**config.mk**
```make
export PLATFORM = sky130hd
export DESIGN_NAME = expr_vector_sequencer_flat
export DESIGN_NICKNAME = d
export VERILOG_FILES = /design/src/rtl/expr_vector_sequencer_if.sv /design/src/rtl/expr_vector_sequencer.sv /design/src/flat_wrapper.sv
export SDC_FILE = /design/constraint.sdc
export NUM_CORES = 1
export LEC_CHECK = 0
export BUFFER_PORTS_ARGS = -buffer_cell sky130_fd_sc_hd__buf_4
export CELL_PAD_IN_SITES_DETAIL_PLACEMENT = 1
export CELL_PAD_IN_SITES_GLOBAL_PLACEMENT = 2
export CORE_MARGIN = 4
export CORE_UTILIZATION = 25
export DETAILED_ROUTE_END_ITERATION = 12
export GPL_ROUTABILITY_DRIVEN = 0
export PLACE_DENSITY = 0.84
export SLEW_MARGIN = 20
export SYNTH_ARGS = -nofsm -noshare
export SYNTH_HDL_FRONTEND = slang
export SYNTH_SLANG_ARGS = --single-unit
```
**constraint.sdc**
```tcl
create_clock -name clk -period 1.89 [get_ports clk]
set_clock_uncertainty 0.2 [all_clocks]
set_input_delay 0.378 -clock clk [delete_from_list [all_inputs] [get_ports clk]]
set_output_delay 0.378 -clock clk [all_outputs]
set_load 0.01 [all_outputs]
```
**src/rtl/expr_vector_sequencer_if.sv**
```systemverilog
// Handshake bundle between a vector source/verdict consumer and expr_vector_sequencer.
// The sequencer uses the slave view; the vector source and verdict sink use the master view.
interface expr_vector_sequencer_if #(
    parameter int OPS_W = 60,
    parameter int Y_W   = 90
);
    logic             in_valid;
    logic             in_ready;
    logic [OPS_W-1:0] in_ops;
    logic [Y_W-1:0]   in_exp;
    logic             out_valid;
    logic             out_ready;
    logic [Y_W-1:0]   out_y;
    logic [Y_W-1:0]   out_diff;
    logic             out_fail;

    modport slave (
        input  in_valid,
        input  in_ops,
        input  in_exp,
        input  out_ready,
        output in_ready,
        output out_valid,
        output out_y,
        output out_diff,
        output out_fail
    );

    modport master (
        output in_valid,
        output in_ops,
        output in_exp,
        output out_ready,
        input  in_ready,
        input  out_valid,
        input  out_y,
        input  out_diff,
        input  out_fail
    );
endinterface

```
**src/rtl/expr_vector_sequencer.sv**
```systemverilog
// Applies one operand vector at a time to a combinational expression block, samples its
// result after SETTLE cycles, and reports a per-vector pass/fail verdict with saturating counts.
module expr_vector_sequencer #(
    parameter int OPS_W  = 60,
    parameter int Y_W    = 90,
    parameter int SETTLE = 2,
    parameter int CNT_W  = 16
) (
    input  logic                 clk,
    input  logic                 rst,
    expr_vector_sequencer_if.slave bus,
    output logic [OPS_W-1:0]     dut_ops_o,
    input  logic [Y_W-1:0]       dut_y_i,
    input  logic                 clr_cnt_i,
    output logic [CNT_W-1:0]     pass_cnt_o,
    output logic [CNT_W-1:0]     fail_cnt_o,
    output logic                 busy_o
);

    typedef enum logic [1:0] {
        ST_IDLE   = 2'd0,
        ST_SETTLE = 2'd1,
        ST_REPORT = 2'd2
    } state_t;

    localparam logic [3:0]       SETTLE_INIT = 4'(SETTLE - 1);
    localparam logic [CNT_W-1:0] CNT_MAX     = {CNT_W{1'b1}};

    function automatic logic [CNT_W-1:0] sat_inc(input logic [CNT_W-1:0] val);
        logic [CNT_W-1:0] res;
        if (val == CNT_MAX) begin
            res = val;
        end else begin
            res = val + {{(CNT_W-1){1'b0}}, 1'b1};
        end
        return res;
    endfunction

    state_t           state_q,      state_d;
    logic [3:0]       settle_cnt_q, settle_cnt_d;
    logic [OPS_W-1:0] ops_q,        ops_d;
    logic [Y_W-1:0]   exp_q,        exp_d;
    logic             out_valid_q,  out_valid_d;
    logic [Y_W-1:0]   out_y_q,      out_y_d;
    logic [Y_W-1:0]   out_diff_q,   out_diff_d;
    logic             out_fail_q,   out_fail_d;
    logic [CNT_W-1:0] pass_cnt_q,   pass_cnt_d;
    logic [CNT_W-1:0] fail_cnt_q,   fail_cnt_d;
    logic [Y_W-1:0]   diff_s;

    assign diff_s = dut_y_i ^ exp_q;

    // Next-state, capture and counter logic; every register holds unless its state acts on it.
    always_comb begin
        state_d      = state_q;
        settle_cnt_d = settle_cnt_q;
        ops_d        = ops_q;
        exp_d        = exp_q;
        out_valid_d  = out_valid_q;
        out_y_d      = out_y_q;
        out_diff_d   = out_diff_q;
        out_fail_d   = out_fail_q;
        pass_cnt_d   = pass_cnt_q;
        fail_cnt_d   = fail_cnt_q;

        case (state_q)
            ST_IDLE: begin
                if (bus.in_valid) begin
                    ops_d        = bus.in_ops;
                    exp_d        = bus.in_exp;
                    settle_cnt_d = SETTLE_INIT;
                    state_d      = ST_SETTLE;
                end else begin
                    state_d = ST_IDLE;
                end
            end
            ST_SETTLE: begin
                if (settle_cnt_q == 4'd0) begin
                    out_y_d     = dut_y_i;
                    out_diff_d  = diff_s;
                    out_fail_d  = |diff_s;
                    out_valid_d = 1'b1;
                    state_d     = ST_REPORT;
                end else begin
                    settle_cnt_d = settle_cnt_q - 4'd1;
                end
            end
            ST_REPORT: begin
                if (bus.out_ready) begin
                    out_valid_d = 1'b0;
                    state_d     = ST_IDLE;
                    if (out_fail_q) begin
                        fail_cnt_d = sat_inc(fail_cnt_q);
                    end else begin
                        pass_cnt_d = sat_inc(pass_cnt_q);
                    end
                end else begin
                    state_d = ST_REPORT;
                end
            end
            default: begin
                out_valid_d = 1'b0;
                state_d     = ST_IDLE;
            end
        endcase

        // A clear wins over a retire landing in the same cycle.
        if (clr_cnt_i) begin
            pass_cnt_d = {CNT_W{1'b0}};
            fail_cnt_d = {CNT_W{1'b0}};
        end else begin
            pass_cnt_d = pass_cnt_d;
            fail_cnt_d = fail_cnt_d;
        end
    end

    // State and datapath registers with synchronous reset that discards any vector in flight.
    always_ff @(posedge clk) begin
        if (rst) begin
            state_q      <= ST_IDLE;
            settle_cnt_q <= 4'd0;
            ops_q        <= {OPS_W{1'b0}};
            exp_q        <= {Y_W{1'b0}};
            out_valid_q  <= 1'b0;
            out_y_q      <= {Y_W{1'b0}};
            out_diff_q   <= {Y_W{1'b0}};
            out_fail_q   <= 1'b0;
            pass_cnt_q   <= {CNT_W{1'b0}};
            fail_cnt_q   <= {CNT_W{1'b0}};
        end else begin
            state_q      <= state_d;
            settle_cnt_q <= settle_cnt_d;
            ops_q        <= ops_d;
            exp_q        <= exp_d;
            out_valid_q  <= out_valid_d;
            out_y_q      <= out_y_d;
            out_diff_q   <= out_diff_d;
            out_fail_q   <= out_fail_d;
            pass_cnt_q   <= pass_cnt_d;
            fail_cnt_q   <= fail_cnt_d;
        end
    end

    assign bus.in_ready  = (state_q == ST_IDLE);
    assign busy_o        = (state_q != ST_IDLE);
    assign bus.out_valid = out_valid_q;
    assign bus.out_y     = out_y_q;
    assign bus.out_diff  = out_diff_q;
    assign bus.out_fail  = out_fail_q;
    assign dut_ops_o     = ops_q;
    assign pass_cnt_o    = pass_cnt_q;
    assign fail_cnt_o    = fail_cnt_q;

endmodule

```
**src/flat_wrapper.sv**
```systemverilog
// flat-port wrapper written by rule: the top's interface ports become plain ports
module expr_vector_sequencer_flat 
#(
    parameter int OPS_W  = 60,
    parameter int Y_W    = 90,
    parameter int SETTLE = 2,
    parameter int CNT_W  = 16
)
  (clk, rst, dut_ops_o, dut_y_i, clr_cnt_i, pass_cnt_o, fail_cnt_o, busy_o, bus_in_valid, bus_in_ops, bus_in_exp, bus_out_ready, bus_in_ready, bus_out_valid, bus_out_y, bus_out_diff, bus_out_fail);
  expr_vector_sequencer_if #(.OPS_W(OPS_W), .Y_W(Y_W)) bus_i ();
  input  logic clk;
  input  logic rst;
  output logic [OPS_W-1:0] dut_ops_o;
  input  logic [Y_W-1:0] dut_y_i;
  input  logic clr_cnt_i;
  output logic [CNT_W-1:0] pass_cnt_o;
  output logic [CNT_W-1:0] fail_cnt_o;
  output logic busy_o;
  input wire logic [$bits(bus_i.in_valid)-1:0] bus_in_valid;
  input wire logic [$bits(bus_i.in_ops)-1:0] bus_in_ops;
  input wire logic [$bits(bus_i.in_exp)-1:0] bus_in_exp;
  input wire logic [$bits(bus_i.out_ready)-1:0] bus_out_ready;
  output wire logic [$bits(bus_i.in_ready)-1:0] bus_in_ready;
  output wire logic [$bits(bus_i.out_valid)-1:0] bus_out_valid;
  output wire logic [$bits(bus_i.out_y)-1:0] bus_out_y;
  output wire logic [$bits(bus_i.out_diff)-1:0] bus_out_diff;
  output wire logic [$bits(bus_i.out_fail)-1:0] bus_out_fail;
  assign bus_i.in_valid = bus_in_valid;
  assign bus_i.in_ops = bus_in_ops;
  assign bus_i.in_exp = bus_in_exp;
  assign bus_i.out_ready = bus_out_ready;
  assign bus_in_ready = bus_i.in_ready;
  assign bus_out_valid = bus_i.out_valid;
  assign bus_out_y = bus_i.out_y;
  assign bus_out_diff = bus_i.out_diff;
  assign bus_out_fail = bus_i.out_fail;
  expr_vector_sequencer #(.OPS_W(OPS_W), .Y_W(Y_W), .SETTLE(SETTLE), .CNT_W(CNT_W)) u_core (.clk(clk), .rst(rst), .bus(bus_i), .dut_ops_o(dut_ops_o), .dut_y_i(dut_y_i), .clr_cnt_i(clr_cnt_i), .pass_cnt_o(pass_cnt_o), .fail_cnt_o(fail_cnt_o), .busy_o(busy_o));
endmodule
```
==> summary.json <==
{
  "arrival": {"value": 2450, "unit": "ps"},
  "area_overhead_vs_synth": {"value": 92.7, "unit": "%"},
  "grt_overflow_total": {"value": 0},
  "crit_family": {"value": "buffers and inverters"},
  "clock_insertion_delay_worst_skew": {"value": 580, "unit": "ps"},
  "tritoncts": {"value": "done"},
  "global_route.usage.met1": {"value": 0.257},
  "slew_violations": {"value": 0},
  "irDropWorstVdd": {"value": 779, "unit": "uV"},
  "path_type_of_the_worst_setup_path": {"value": "in -> reg"},
  "fmaxAchievable": {"value": 0.460, "unit": "GHz"},
  "initial_utilization": {"value": 0.253},
  "numCtsBuffers": {"value": 43},
  "clock-root-buffer": {"value": "sky130_fd_sc_hd__clkbuf_16"},
  "synth_edf_count": {"value": 0},
  "ys_seq_area_frac": {"value": 0.527},
  "cp_num_buf_inv": {"value": 3},
  "slowest_stage": {"value": "sky130_fd_sc_hd__dlygate4sd3_1"},
  "antenna_found_initial": {"value": 10},
  "cts_max_level": {"value": 2},
  "violated_checks": {"value": "negative setup slack"},
  "synth.area.top_cells": {"value": "sky130_fd_sc_hd__dfxtp_1 53%, sky130_fd_sc_hd__nand2_1 13%, sky130_fd_sc_hd__a21oi_1 8.9%"},
  "buffer_ports.inserted": {"value": 520},
  "drt_pre_antenna_iters": {"value": 5},
  "syn_area_per_cell": {"value": 8.34, "unit": "um2"},
  "power.density": {"value": 887, "unit": "nW/um2"},
  "numClockSinks": {"value": 370},
  "final-hold-violation-count": {"value": 0},
  "design.die.area": {"value": 60000, "unit": "um2"},
  "critical_path_cell_by_cell": {"value": "buf_4 -> dlygate4sd3_1 -> xnor2_1 -> nand4_1 -> nor4_4 -> buf_4 -> nand4_1 -> o221a_1"},
  "drive_above_1_share": {"value": 0.448},
  "synthesis.area": {"value": 14000, "unit": "um2"},
  "slew_headroom": {"value": 0.476},
  "cts.clk_slew.worst_paths": {"value": 60, "unit": "ps"},
  "post-route-period-util": {"value": 1.15},
  "hp_class": {"value": "in -> reg"},
  "die_h": {"value": 245, "unit": "um"},
  "global_route_wire_length_before_repair": {"value": 109000, "unit": "um"},
  "yosysUniqueCellTypes": {"value": 45},
  "grt_util_all_layers": {"value": 0.232},
  "layout.filler_cells": {"value": 6170},
  "path_max_fanout": {"value": 2},
  "detail_route.drc_violations": {"value": 0},
  "element_type_at_the_critical_path_end": {"value": "flop"},
  "worst_setup_path_start_kind": {"value": "input port"},
  "floorplan.io_pins": {"value": 521},
  "layout.nets": {"value": 2863},
  "core": {"value": 55400, "unit": "um2"},
  "critical_path.max_stage_delay": {"value": 590, "unit": "ps"},
  "setup-tns-final": {"value": -3810, "unit": "ps"},
  "drv_cap": {"value": 0},
  "postSynth.topFlopCell": {"value": "sky130_fd_sc_hd__dfxtp_1"},
  "via_count": {"value": 16480},
  "clock_tree.buffer_depth": {"value": 3},
  "status": {"value": "finished with violations"},
  "power.static_leakage": {"value": 0.0112, "unit": "uW"},
  "yosys_register_bits": {"value": 370},
  "first_iter_violations": {"value": 724},
  "vias_per_cell": {"value": 4.84},
  "grt_pass1_vias": {"value": 17990},
  "fin_worst_hold_slack": {"value": 37.7, "unit": "ps"},
  "largest_net_degree_at_the_start_of_global_routing": {"value": 94},
  "synth.top_cell.area_share": {"value": 0.527},
  "number_of_cells_produced_by_synthesis": {"value": 1685},
  "dp_hpwl": {"value": 44600, "unit": "um"},
  "total_nets_after_synthesis": {"value": 1933},
  "finalCoreUtilization": {"value": 0.488},
  "global_route.usage.met2": {"value": 0.419},
  "unrepaired_setup_endpoints_after_global_routing": {"value": "yes"},
  "final_antenna_violating_net_count": {"value": 0},
  "top_usage_layer": {"value": "met2"},
  "final_period_minus_worst_setup_slack": {"value": 2180, "unit": "ps"},
  "final_critical_path_setup_slack": {"value": -286, "unit": "ps"},
  "leading_area_contributor_after_synthesis": {"value": "sky130_fd_sc_hd__dfxtp_1"},
  "yosys_warnings": {"value": 0},
  "fp.dieW": {"value": 245, "unit": "um"},
  "final-setup-viol-count": {"value": 96},
  "grt_util_met3": {"value": 0.0541},
  "worst-slew-pin-transition": {"value": 786, "unit": "ps"},
  "cp_data_required_time": {"value": 2170, "unit": "ps"},
  "wirelength": {"value": 78500, "unit": "um"},
  "rows": {"value": 86},
  "avgRoutedWirePerCell": {"value": 23.1, "unit": "um"},
  "synthArstFlopShare": {"value": 0}
}
==> timing repair <==
action / CTS / global route
buffers inserted: 38 / 27
hold buffers: 260 / 0
cloned: 26 / 7
endpoints found under the setup margin: 168 / 209
pin swaps: 107 / 146
endpoints found under the hold margin: 287 / 0
gates resized for setup: 238 / 364
==> metal layers <==
metal,wire length (um),vias to the layer above
met2,40800,558
met3,4400,209
met4,3920,2
met5,12,-
li1,-,7520
met1,29400,8191
==> logic make-up (layout without fill, tap and decap cells) <==
group,Yosys count,count (layout),synth area share
xor+xnor,114,114,0.0711
simple gates,711,711,0.212
other cells,0,9,0
compound gates,363,363,0.149
buf+inv,122,1082,0.0367
fa+ha+maj,3,3,0.00267
mux,2,2,0.00143
flops,370,370,0.527
==> cell type report <==
cell class	instances	area [um2]	area share
inverters	5	18.8	0.000693
clock buffers	60	1230	0.0455
well taps	748	936	0.0346
diodes	9	22.5	0.000832
flip-flops and latches	370	7420	0.274
clock inverters	15	194	0.00717
multi-input cells	1193	7980	0.295
repair buffers	1002	9260	0.342
==> worst min-delay path: stages <==
cell                       delay, ps
sky130_fd_sc_hd__buf_4            90
sky130_fd_sc_hd__xnor2_1         130
sky130_fd_sc_hd__buf_4           110
sky130_fd_sc_hd__a211oi_2         50
==> placed cells by master, fill, tap and decap left out, drive strengths merged, types with 10 or more instances in the layout <==
cell type	n
a21oi	249
nand4	29
clkinv	10
xnor2	92
buf	735
xor2	22
a211oi	86
nand2	490
dlygate4sd3	259
nor2	126
clkbuf	67
nor3	11
dfxtp	370
==> through the flow <==
step / instance area (um2) / cells / worst slack [ps] / power (uW)
finish: 27100 / 3402 / -286 / 24000
global route: 27100 / 3401 / -364 / 24900
CTS: 25800 / 3386 / -227 / 23300
detailed placement: 19800 / 2991 / -577 / 13000
global placement: 19800 / 2991 / -639 / 12900
floorplan: 14000 / 1685 / 8.10 / 10700
==> where the power goes <==
part | internal [uW] | switching (uW)
clock network | 5090 | 3660
registers | 8420 | 489
logic | 3150 | 3190
total | 16700 | 7330
==> Yosys cell counts, types with 2 or more instances <==
cell type / number
sky130_fd_sc_hd__nor3_1: 11
sky130_fd_sc_hd__o21ai_1: 6
sky130_fd_sc_hd__and3_1: 8
sky130_fd_sc_hd__clkbuf_1: 73
sky130_fd_sc_hd__inv_1: 5
sky130_fd_sc_hd__nor4_2: 2
sky130_fd_sc_hd__dfxtp_1: 370
sky130_fd_sc_hd__o2111ai_1: 4
sky130_fd_sc_hd__o211ai_1: 8
sky130_fd_sc_hd__nand4_1: 28
sky130_fd_sc_hd__or4_1: 3
sky130_fd_sc_hd__nand3_1: 7
sky130_fd_sc_hd__nand2_1: 490
sky130_fd_sc_hd__and2_1: 7
sky130_fd_sc_hd__xnor2_1: 92
sky130_fd_sc_hd__and4_1: 7
sky130_fd_sc_hd__xor2_1: 22
sky130_fd_sc_hd__a21oi_1: 249
sky130_fd_sc_hd__nand3_2: 2
sky130_fd_sc_hd__or3_1: 3
sky130_fd_sc_hd__a211oi_1: 86
sky130_fd_sc_hd__buf_2: 43
sky130_fd_sc_hd__mux2i_1: 2
sky130_fd_sc_hd__nor4_1: 6
sky130_fd_sc_hd__o21ai_0: 2
sky130_fd_sc_hd__nor2_1: 126
sky130_fd_sc_hd__ha_1: 3
sky130_fd_sc_hd__o31ai_1: 3
==> flip-flops by register name, indices dropped and copies added (netlist names) <==
register	count
u_core.bus.out_diff	90
u_core.bus.out_fail	1
u_core.bus.out_valid	1
u_core.bus.out_y	90
u_core.dut_ops_o	60
u_core.exp_q	90
u_core.fail_cnt_o	16
u_core.pass_cnt_o	16
u_core.settle_cnt_q	4
u_core.state_q	2
==> worst paths after layout <==
path	from	end	slack [ps]	cells after the start
max	dut_y_i[68]	u_core.bus.out_fail	-290	8
min	dut_y_i[76]	u_core.bus.out_diff[76]	40	4
max reg2reg	u_core.exp_q[70]	u_core.bus.out_fail	-260	6
min reg2reg	u_core.bus.out_y[13]	u_core.bus.out_y[13]	260	2
No activity file was read; power rests on OpenSTA's default activity.
